## src/rtl/fetch_pkg.sv

```systemverilog
// fetch_pkg: shared FSM encoding and constants for the instruction fetch controller
package fetch_pkg;
  typedef enum logic [1:0] {S_IDLE, S_REQ, S_WAIT, S_OUT} state_t;
  localparam logic [31:0] RESET_PC_DEFAULT = 32'h0000_0000;
  localparam logic [31:0] NOP = 32'h0000_0013;
endpackage

```

## src/rtl/fetch_ctrl_if.sv

```systemverilog
// fetch_ctrl_if: redirect, instruction-memory and decode handshake signals of the fetch controller
interface fetch_ctrl_if;
  logic        jump;
  logic [31:0] pc_imm;
  logic        mem_req;
  logic [31:0] mem_addr;
  logic        mem_rvalid;
  logic [31:0] mem_rdata;
  logic [31:0] instr;
  logic        instr_valid;
  logic        instr_ready;
  logic [31:0] pc_current;
  logic        misalign_err;
  modport master (
    input  jump, pc_imm, mem_rvalid, mem_rdata, instr_ready,
    output mem_req, mem_addr, instr, instr_valid, pc_current, misalign_err
  );
  modport slave (
    output jump, pc_imm, mem_rvalid, mem_rdata, instr_ready,
    input  mem_req, mem_addr, instr, instr_valid, pc_current, misalign_err
  );
endinterface

```

## src/rtl/pc_next_calc.sv

```systemverilog
// pc_next_calc: next-PC select (hold / +4 / redirect) with redirect alignment; FETCH_MISALIGN_CHECK_EN rejects misaligned targets
module pc_next_calc (
  input  logic [31:0] i_pc,
  input  logic [31:0] i_pc_imm,
  input  logic        i_jump,
  input  logic        i_advance,
  output logic [31:0] o_pc_next,
  output logic        o_jump_ok,
  output logic        o_misalign
);
  logic [31:0] w_target;
`ifdef FETCH_MISALIGN_CHECK_EN
  assign o_misalign = i_jump && (i_pc_imm[1:0] != 2'b00);
  assign w_target   = i_pc_imm;
`else
  assign o_misalign = 1'b0;
  assign w_target   = i_pc_imm & 32'hFFFF_FFFC;
`endif
  assign o_jump_ok = i_jump && !o_misalign;
  assign o_pc_next = o_jump_ok ? w_target : i_advance ? i_pc + 32'd4 : i_pc;
endmodule

```

## src/rtl/fetch_ctrl.sv

```systemverilog
// fetch_ctrl: REQ/WAIT/OUT instruction fetch FSM with redirects and stale-response dropping; FETCH_MISALIGN_CHECK_EN enables misaligned-redirect rejection
module fetch_ctrl
  import fetch_pkg::*;
#(
  parameter logic [31:0] RESET_PC = RESET_PC_DEFAULT
) (
  input logic          clk,
  input logic          reset,
  fetch_ctrl_if.master bus
);
  state_t      r_state, w_state_next;
  logic [31:0] r_pc, r_instr, w_pc_next;
  logic        r_drop, r_misalign;
  logic        w_jump, w_jump_ok, w_misalign, w_xfer, w_load, w_drop_next;
  assign w_jump = bus.jump && (r_state != S_IDLE);
  assign w_xfer = (r_state == S_OUT) && bus.instr_ready;
  assign w_load = (r_state == S_WAIT) && bus.mem_rvalid && !w_jump_ok && !r_drop;
  // a redirect while waiting leaves a response in flight; it must be swallowed before the next request,
  // unless it arrives in the same cycle as the redirect, in which case it is discarded right there
  assign w_drop_next = ((r_state == S_WAIT) && w_jump_ok && !bus.mem_rvalid) || (r_drop && !bus.mem_rvalid);
  pc_next_calc u_pc_next (
    .i_pc      (r_pc),
    .i_pc_imm  (bus.pc_imm),
    .i_jump    (w_jump),
    .i_advance (w_xfer),
    .o_pc_next (w_pc_next),
    .o_jump_ok (w_jump_ok),
    .o_misalign(w_misalign)
  );
  // next-state selection; an accepted redirect always restarts at REQ
  always_comb begin
    w_state_next = r_state;
    case (r_state)
      S_IDLE:  w_state_next = S_REQ;
      S_REQ:   w_state_next = (w_jump_ok || r_drop) ? S_REQ : S_WAIT;
      S_WAIT:  w_state_next = w_jump_ok ? S_REQ : bus.mem_rvalid ? S_OUT : S_WAIT;
      default: w_state_next = (w_jump_ok || w_xfer) ? S_REQ : S_OUT;
    endcase
  end
  // state, PC, fetched instruction, drop flag and error pulse
  always_ff @(posedge clk or posedge reset) begin
    if (reset) begin
      r_state    <= S_IDLE;
      r_pc       <= RESET_PC;
      r_instr    <= NOP;
      r_drop     <= 1'b0;
      r_misalign <= 1'b0;
    end else begin
      r_state    <= w_state_next;
      r_pc       <= w_pc_next;
      r_instr    <= w_load ? bus.mem_rdata : r_instr;
      r_drop     <= w_drop_next;
      r_misalign <= w_misalign;
    end
  end
  assign bus.mem_req      = (r_state == S_REQ) && !r_drop;
  assign bus.mem_addr     = r_pc;
  assign bus.instr        = r_instr;
  assign bus.instr_valid  = (r_state == S_OUT);
  assign bus.pc_current   = r_pc;
  assign bus.misalign_err = r_misalign;
endmodule

```

## src/flat_wrapper.sv

```systemverilog
// flat-port wrapper written by rule: the top's interface ports become plain ports
module fetch_ctrl_flat import fetch_pkg::*;
#(
  parameter logic [31:0] RESET_PC = RESET_PC_DEFAULT
)
  (clk, reset, bus_jump, bus_pc_imm, bus_mem_rvalid, bus_mem_rdata, bus_instr_ready, bus_mem_req, bus_mem_addr, bus_instr, bus_instr_valid, bus_pc_current, bus_misalign_err);
  fetch_ctrl_if bus_i ();
  input logic clk;
  input logic reset;
  input wire logic [$bits(bus_i.jump)-1:0] bus_jump;
  input wire logic [$bits(bus_i.pc_imm)-1:0] bus_pc_imm;
  input wire logic [$bits(bus_i.mem_rvalid)-1:0] bus_mem_rvalid;
  input wire logic [$bits(bus_i.mem_rdata)-1:0] bus_mem_rdata;
  input wire logic [$bits(bus_i.instr_ready)-1:0] bus_instr_ready;
  output wire logic [$bits(bus_i.mem_req)-1:0] bus_mem_req;
  output wire logic [$bits(bus_i.mem_addr)-1:0] bus_mem_addr;
  output wire logic [$bits(bus_i.instr)-1:0] bus_instr;
  output wire logic [$bits(bus_i.instr_valid)-1:0] bus_instr_valid;
  output wire logic [$bits(bus_i.pc_current)-1:0] bus_pc_current;
  output wire logic [$bits(bus_i.misalign_err)-1:0] bus_misalign_err;
  assign bus_i.jump = bus_jump;
  assign bus_i.pc_imm = bus_pc_imm;
  assign bus_i.mem_rvalid = bus_mem_rvalid;
  assign bus_i.mem_rdata = bus_mem_rdata;
  assign bus_i.instr_ready = bus_instr_ready;
  assign bus_mem_req = bus_i.mem_req;
  assign bus_mem_addr = bus_i.mem_addr;
  assign bus_instr = bus_i.instr;
  assign bus_instr_valid = bus_i.instr_valid;
  assign bus_pc_current = bus_i.pc_current;
  assign bus_misalign_err = bus_i.misalign_err;
  fetch_ctrl #(.RESET_PC(RESET_PC)) u_core (.clk(clk), .reset(reset), .bus(bus_i));
endmodule
```

## config.mk

```make
export PLATFORM = sky130hd
export DESIGN_NAME = fetch_ctrl_flat
export DESIGN_NICKNAME = d
export VERILOG_FILES = /design/src/rtl/fetch_pkg.sv /design/src/rtl/fetch_ctrl_if.sv /design/src/rtl/pc_next_calc.sv /design/src/rtl/fetch_ctrl.sv /design/src/flat_wrapper.sv
export SDC_FILE = /design/constraint.sdc
export NUM_CORES = 1
export LEC_CHECK = 0
export CAP_MARGIN = 25
export CORE_MARGIN = 2
export CORE_UTILIZATION = 45
export CTS_CLUSTER_DIAMETER = 60
export CTS_CLUSTER_SIZE = 8
export DETAILED_ROUTE_END_ITERATION = 10
export DONT_BUFFER_PORTS = 1
export GPL_TIMING_DRIVEN = 0
export SLEW_MARGIN = 20
export SYNTH_ARGS = -nofsm -noshare
export SYNTH_HDL_FRONTEND = slang
export SYNTH_SLANG_ARGS = --single-unit
```

## constraint.sdc

```tcl
create_clock -name clk -period 2.1 [get_ports clk]
set_input_delay 0.105 -clock clk [delete_from_list [all_inputs] [get_ports clk]]
set_output_delay 0.105 -clock clk [all_outputs]
set_load 0.05 [all_outputs]
```

Word level (Yosys, flattened, before mapping)
Cells that the tools add are included.
{ "totals": {"in_bits": 69, "romBits": 0, "latchBits": 0, "regBits": 67, "memories": 0, "out_inout_bits": 99, "mem_bits_rw": 0} }
{ "classes": {"bitwise": 0, "addsub": 1, "n_eq_ne": 3, "n_div": 0, "mul": 0, "muxes": 7, "magnitude_cmp": 0, "n_shift": 0, "n_reduce_logical": 18} }
{ "ops": {"columns": ["cell", "count"], "rows": [
  ["$mux 32", 2],
  ["$add 32x3->32 const B", 1],
  ["$logic_and 1x1->1", 9],
  ["$mux 2", 3],
  ["$pmux 2 s3", 1],
  ["$eq 2x2->1 const B", 2],
  ["$reduce_bool 2->1", 2],
  ["$logic_not 1->1", 3],
  ["$logic_or 1x1->1", 3],
  ["$eq 2x1->1 const B", 1],
  ["$logic_not 2->1", 1],
  ["$mux 1", 1]
]} }

Depth between registers and ports, before layout
{ "depth": {"ltp_word": 5, "mapped_depth": 6, "mapped_depth_nobuf": 5} }

Hierarchy
A second synthesis with hierarchy kept.
{ "hier_totals": {"cells_unflattened": 330, "hier_area_um2": 3508.4} }
{ "modules_own_cells": {"columns": ["module", "area_each_um2", "cells_each", "n_inst", "seq_area_each_um2"], "rows": [
  ["fetch_ctrl", 2441.1, 150, 1, 1705.4],
  ["pc_next_calc", 1067.3, 180, 1, 0.0]
]} }

Worst setup path after synthesis
No wires, ideal clock.
{ "synth_path": {"kind": "reg2reg", "from": "reg u_core.r_pc[2], in the netlist u_core.bus.mem_addr[2]", "to": "reg u_core.r_pc[28], in the netlist u_core.bus.mem_addr[28]", "synth_period_minus_slack_ps": 2456, "t_arrival_ps": 2351, "path_stages_with_launch": 6, "t_required_ps": 1996, "slack_ps": -356, "path_buffers": 0, "path_cell_list": "dfrtp_1 > ha_1 > nand4_2 > or4_4 > or3_1 > o311ai_1"} }
{ "synth_via": {"elab_chain_len": 3} }
{ "synth_lines": {"columns": ["item", "line", "rtl"], "rows": [
  ["start, declared", "fetch_ctrl.sv:12", "logic [31:0] r_pc, r_instr, w_pc_next;"],
  ["start signal, assigned", "fetch_ctrl.sv:50", "r_pc <= w_pc_next;"],
  ["$add 32x3->32", "pc_next_calc.sv:20", "assign o_pc_next = o_jump_ok ? w_target : i_advance ? i_pc + 32'd4 : i_pc;"],
  ["$mux 32 (2 in a row)", "pc_next_calc.sv:20", null]
]} }
No other way between the ends. The select of a mux whose other input is x is not followed.
A chain may end at the register's enable or synchronous reset.

Worst setup path after layout
{ "layout_path": {"from": "reg u_core.r_pc[3], in the netlist u_core.bus.mem_addr[3]", "to": "reg u_core.r_pc[28], in the netlist u_core.bus.mem_addr[28]"} }
Same word-level chain as after synthesis.

==> impl_metrics.yaml <==
outcome:
  status: "finished with violations"
  violations: "setup timing"
power:
  pwr-share-seq: 0.546
  total_power_mw: 6.73
  cellLeakagePower_nw: 1.97
  p_clk_frac: 0.202
  ir_drop_mv: 0.517
  net-switching-power_mw: 3.48
  intPower_mw: 3.26
  comb_power_share: 0.252
  swShare: 0.516
  p_per_area_nw_per_um2: 1380
detailed_routing:
  firstDrtPassIters: 4
  top_layer: "met4"
  wirelength_mm: 10.3
  vias_per_cell: 5.75
  dr_wl_met2_mm: 5.15
  ant_nets: 0
  drtIter0Drc: 110
  via_count: 3134
  wl_per_cell_um: 18.9
  drcViolationCount: 0
  dr_wl_met3_um: 867
  m1WireLength_mm: 4.15
global_route:
  antenna_found_initial: 0
  grt_max_degree: 34
  grt_usage: 0.237
  grt_pass1_wl_mm: 15.9
  grt_pass1_vias: 3121
  grt_overflow_total: 0
critical_path:
  worstSetupStartpointType: "flip-flop"
  path_class: "flip-flop to flip-flop"
  slowest_delay_ps: 580
  ff2ff_setup_slack_ps: -70
  regToRegStartpoint: "u_core.bus.mem_addr[3]$_DFFE_PP0N_"
  cp_max_fo: 7
  worstReg2RegEnd: "u_core.bus.mem_addr[28]$_DFFE_PP0N_"
  cp_cell_sequence: "ha_4 -> nand4_4 -> or4_4 -> or3_1 -> o311ai_1"
  end_kind: "flip-flop"
  reg2reg_depth: 5
  slowest_stage: "dfrtp_4"
  crit_required_ps: 2340
  crit_arrival_ps: 2410
finish:
  final_common_cell: "dlygate4sd3_1"
  final_cell_mix: "63 x dlygate4sd3_1, 44 x buf_4, 36 x dfrtp_1"
  syn_to_final_growth_pct: 37.1
  layout-drive-gt1-share: 0.339
  filler_cell_count: 637
  num-nets-final: 508
  n_antenna_cell: 0
cts:
  cts_tree: "built"
  h-tree-depth: 3
  cts.sinks: 65
  clock_latency_ps: 350
  clkSlewWorstSetupHoldPaths_ps: 70
  cts_root_buffer: "clkbuf_8"
  clockBufferDepth: 2
  cts_made_buffers: 9
timing:
  skew_ps: 14.6
  period_minus_slack_ps: 2170
  fin_ws_ps: -66.9
  fmax_mhz: 461
  setup_violations: 4
  hold_ws_ps: 51.0
  period_share: 1.03
  finalHoldViolCount: 0
  tightestPinTransition_ps: 996
  slew_headroom: 0.332
  final_max_slew_viol_count: 0
  rsz0062_at_grt: "true"
worst_hold_path:
  hold_path_end: "u_core.bus.mem_addr[22]$_DFFE_PP0N_"
  hp-class: "input port to flip-flop"
  worstHoldPathCells: 2
  hold_start: "bus_pc_imm[22]"
synthesis:
  ys_top_cells_by_area: "dfrtp_1 44%, mux2_2 10%, buf_4 7.4%, nand2_1 3.0%, nand4_1 2.8%"
  yosys.area.top_type: "dfrtp_1"
  synth_top_area_frac: 0.437
  syn_inst: 350
  ys_seq_elements: 65
  synth_flop_cell: "dfrtp_1"
  seq_area_frac_synth: 0.459
  synth-edff-count: 0
  yosys.cell_types.count: 51
  syn_area_per_cell_um2: 10.1
  yosysWarningCount: 0
  syn_area_um2: 3550
  async_reset_ff_frac: 1.00
floorplan:
  pin_count: 168
  coreArea_um2: 7690
  start_util: 0.462
  fp.dieW_um: 92.8
  die_area_um2: 8610
  rows: 32
  die_h_um: 92.8
placed_design:
  hpwlAfterDp_mm: 7.04
  gp_congestion: 0.909
  place.port_buffers: 0
job:
  maxCapViolCount: 0
per-stage QoR:
stage	setup WS, ps	std cells	TNS (ps)	instance area [um^2]	util
floorplan	-27.2	354	-50.9	3600	-
global route	-128	545	-602	4870	0.633
global placement	-606	456	-29510	3730	0.485
detailed placement	-413	457	-4810	3750	0.488
finish	-66.9	545	-128	4870	0.633
CTS	-110	541	-228	4760	0.619
Yosys cell counts, drive strengths merged, types with 2 or more instances:
library cell	instances
a22oi	8
or3	8
inv	5
a21oi	4
nor2	20
dfstp	3
a31oi	8
o21ai	15
o211ai	2
nand4	18
dfrtp	62
xor2	5
and3	6
nor3	7
o311ai	9
buf	40
mux2	32
nor4	9
or4	7
nand3	13
o31ai	2
and2	2
clkbuf	10
nand2	28
xnor2	5
or2	2
area by class of cell:
cell class / count / area, um^2 / share of cell area
clock inverters: 4 / 98.8 / 0.0203
clock buffers: 12 / 155 / 0.0319
plain buffers: 49 / 335 / 0.0689
repair buffers: 74 / 723 / 0.149
well taps: 102 / 128 / 0.0262
multi-input cells: 234 / 1710 / 0.351
inverters: 5 / 21.3 / 0.00437
flip-flops and latches: 65 / 1700 / 0.348
cells by family after synthesis:
group / share of synthesized area
AO/OA/AOI/OAI: 0.114
XOR/XNOR: 0.0247
adder cells (fa/ha/maj): 0.00353
buffers and inverters: 0.0970
flip-flops: 0.459
multiplexers: 0.102
other: 0.00106
AND/OR/NAND/NOR: 0.199
worst max-delay path, delay by kind of cell, from the launching register on:
family	cells	cell delay (ps)
AND/OR/NAND/NOR	3	1050
adder cells (fa/ha/maj)	1	200
flip-flops	1	580
AO/OA/AOI/OAI	1	230
metal layers:
layer | vias to the layer above | track usage
li1 | 1440 | -
met1 | 1525 | 0.294
met2 | 154 | 0.397
met3 | 15 | 0.0610
met4 | 0 | 0.0882
met5 | - | 0
state kept, by name (all words and copies together), names as in the netlist:
register	count
u_core.bus.mem_addr	30
u_core.r_state	2
u_core.bus.instr	32
u_core.r_drop	1
power by group through the flow:
stage / combinational (mW) / clock [mW] / sequential (mW)
after global placement: 1.51 / 0 / 3.62
after global routing: 1.82 / 1.44 / 3.74
after CTS: 1.67 / 1.39 / 3.65
after floorplan: 1.37 / 0 / 3.49
after detailed placement: 1.55 / 0 / 3.65
final: 1.70 / 1.36 / 3.68
worst max-delay path by stage:
stage / startpoint / end / slack (ps)
after detailed placement: u_core.bus.mem_addr[22]$_DFFE_PP0N_ / u_core.bus.mem_addr[29]$_DFFE_PP0N_ / -410
after CTS: u_core.bus.mem_addr[2]$_DFFE_PP0N_ / u_core.bus.mem_addr[28]$_DFFE_PP0N_ / -110
final: u_core.bus.mem_addr[3]$_DFFE_PP0N_ / u_core.bus.mem_addr[28]$_DFFE_PP0N_ / -70
after global placement: reset / u_core.bus.mem_addr[5]$_DFFE_PP0N_ / -610
after floorplan: u_core.bus.mem_addr[2]$_DFFE_PP0N_ / u_core.bus.mem_addr[28]$_DFFE_PP0N_ / -30
after global routing: u_core.bus.mem_addr[3]$_DFFE_PP0N_ / u_core.bus.mem_addr[28]$_DFFE_PP0N_ / -130
what timing repair did:
item | in CTS | in global routing
hold buffers | 63 | 0
gates resized for setup | 31 | 21
setup endpoints to repair | 45 | 48
setup buffers | 5 | 5
endpoints found under the hold margin | 126 | 0
pin swaps | 7 | 9
(Power assumes the default switching activity.)
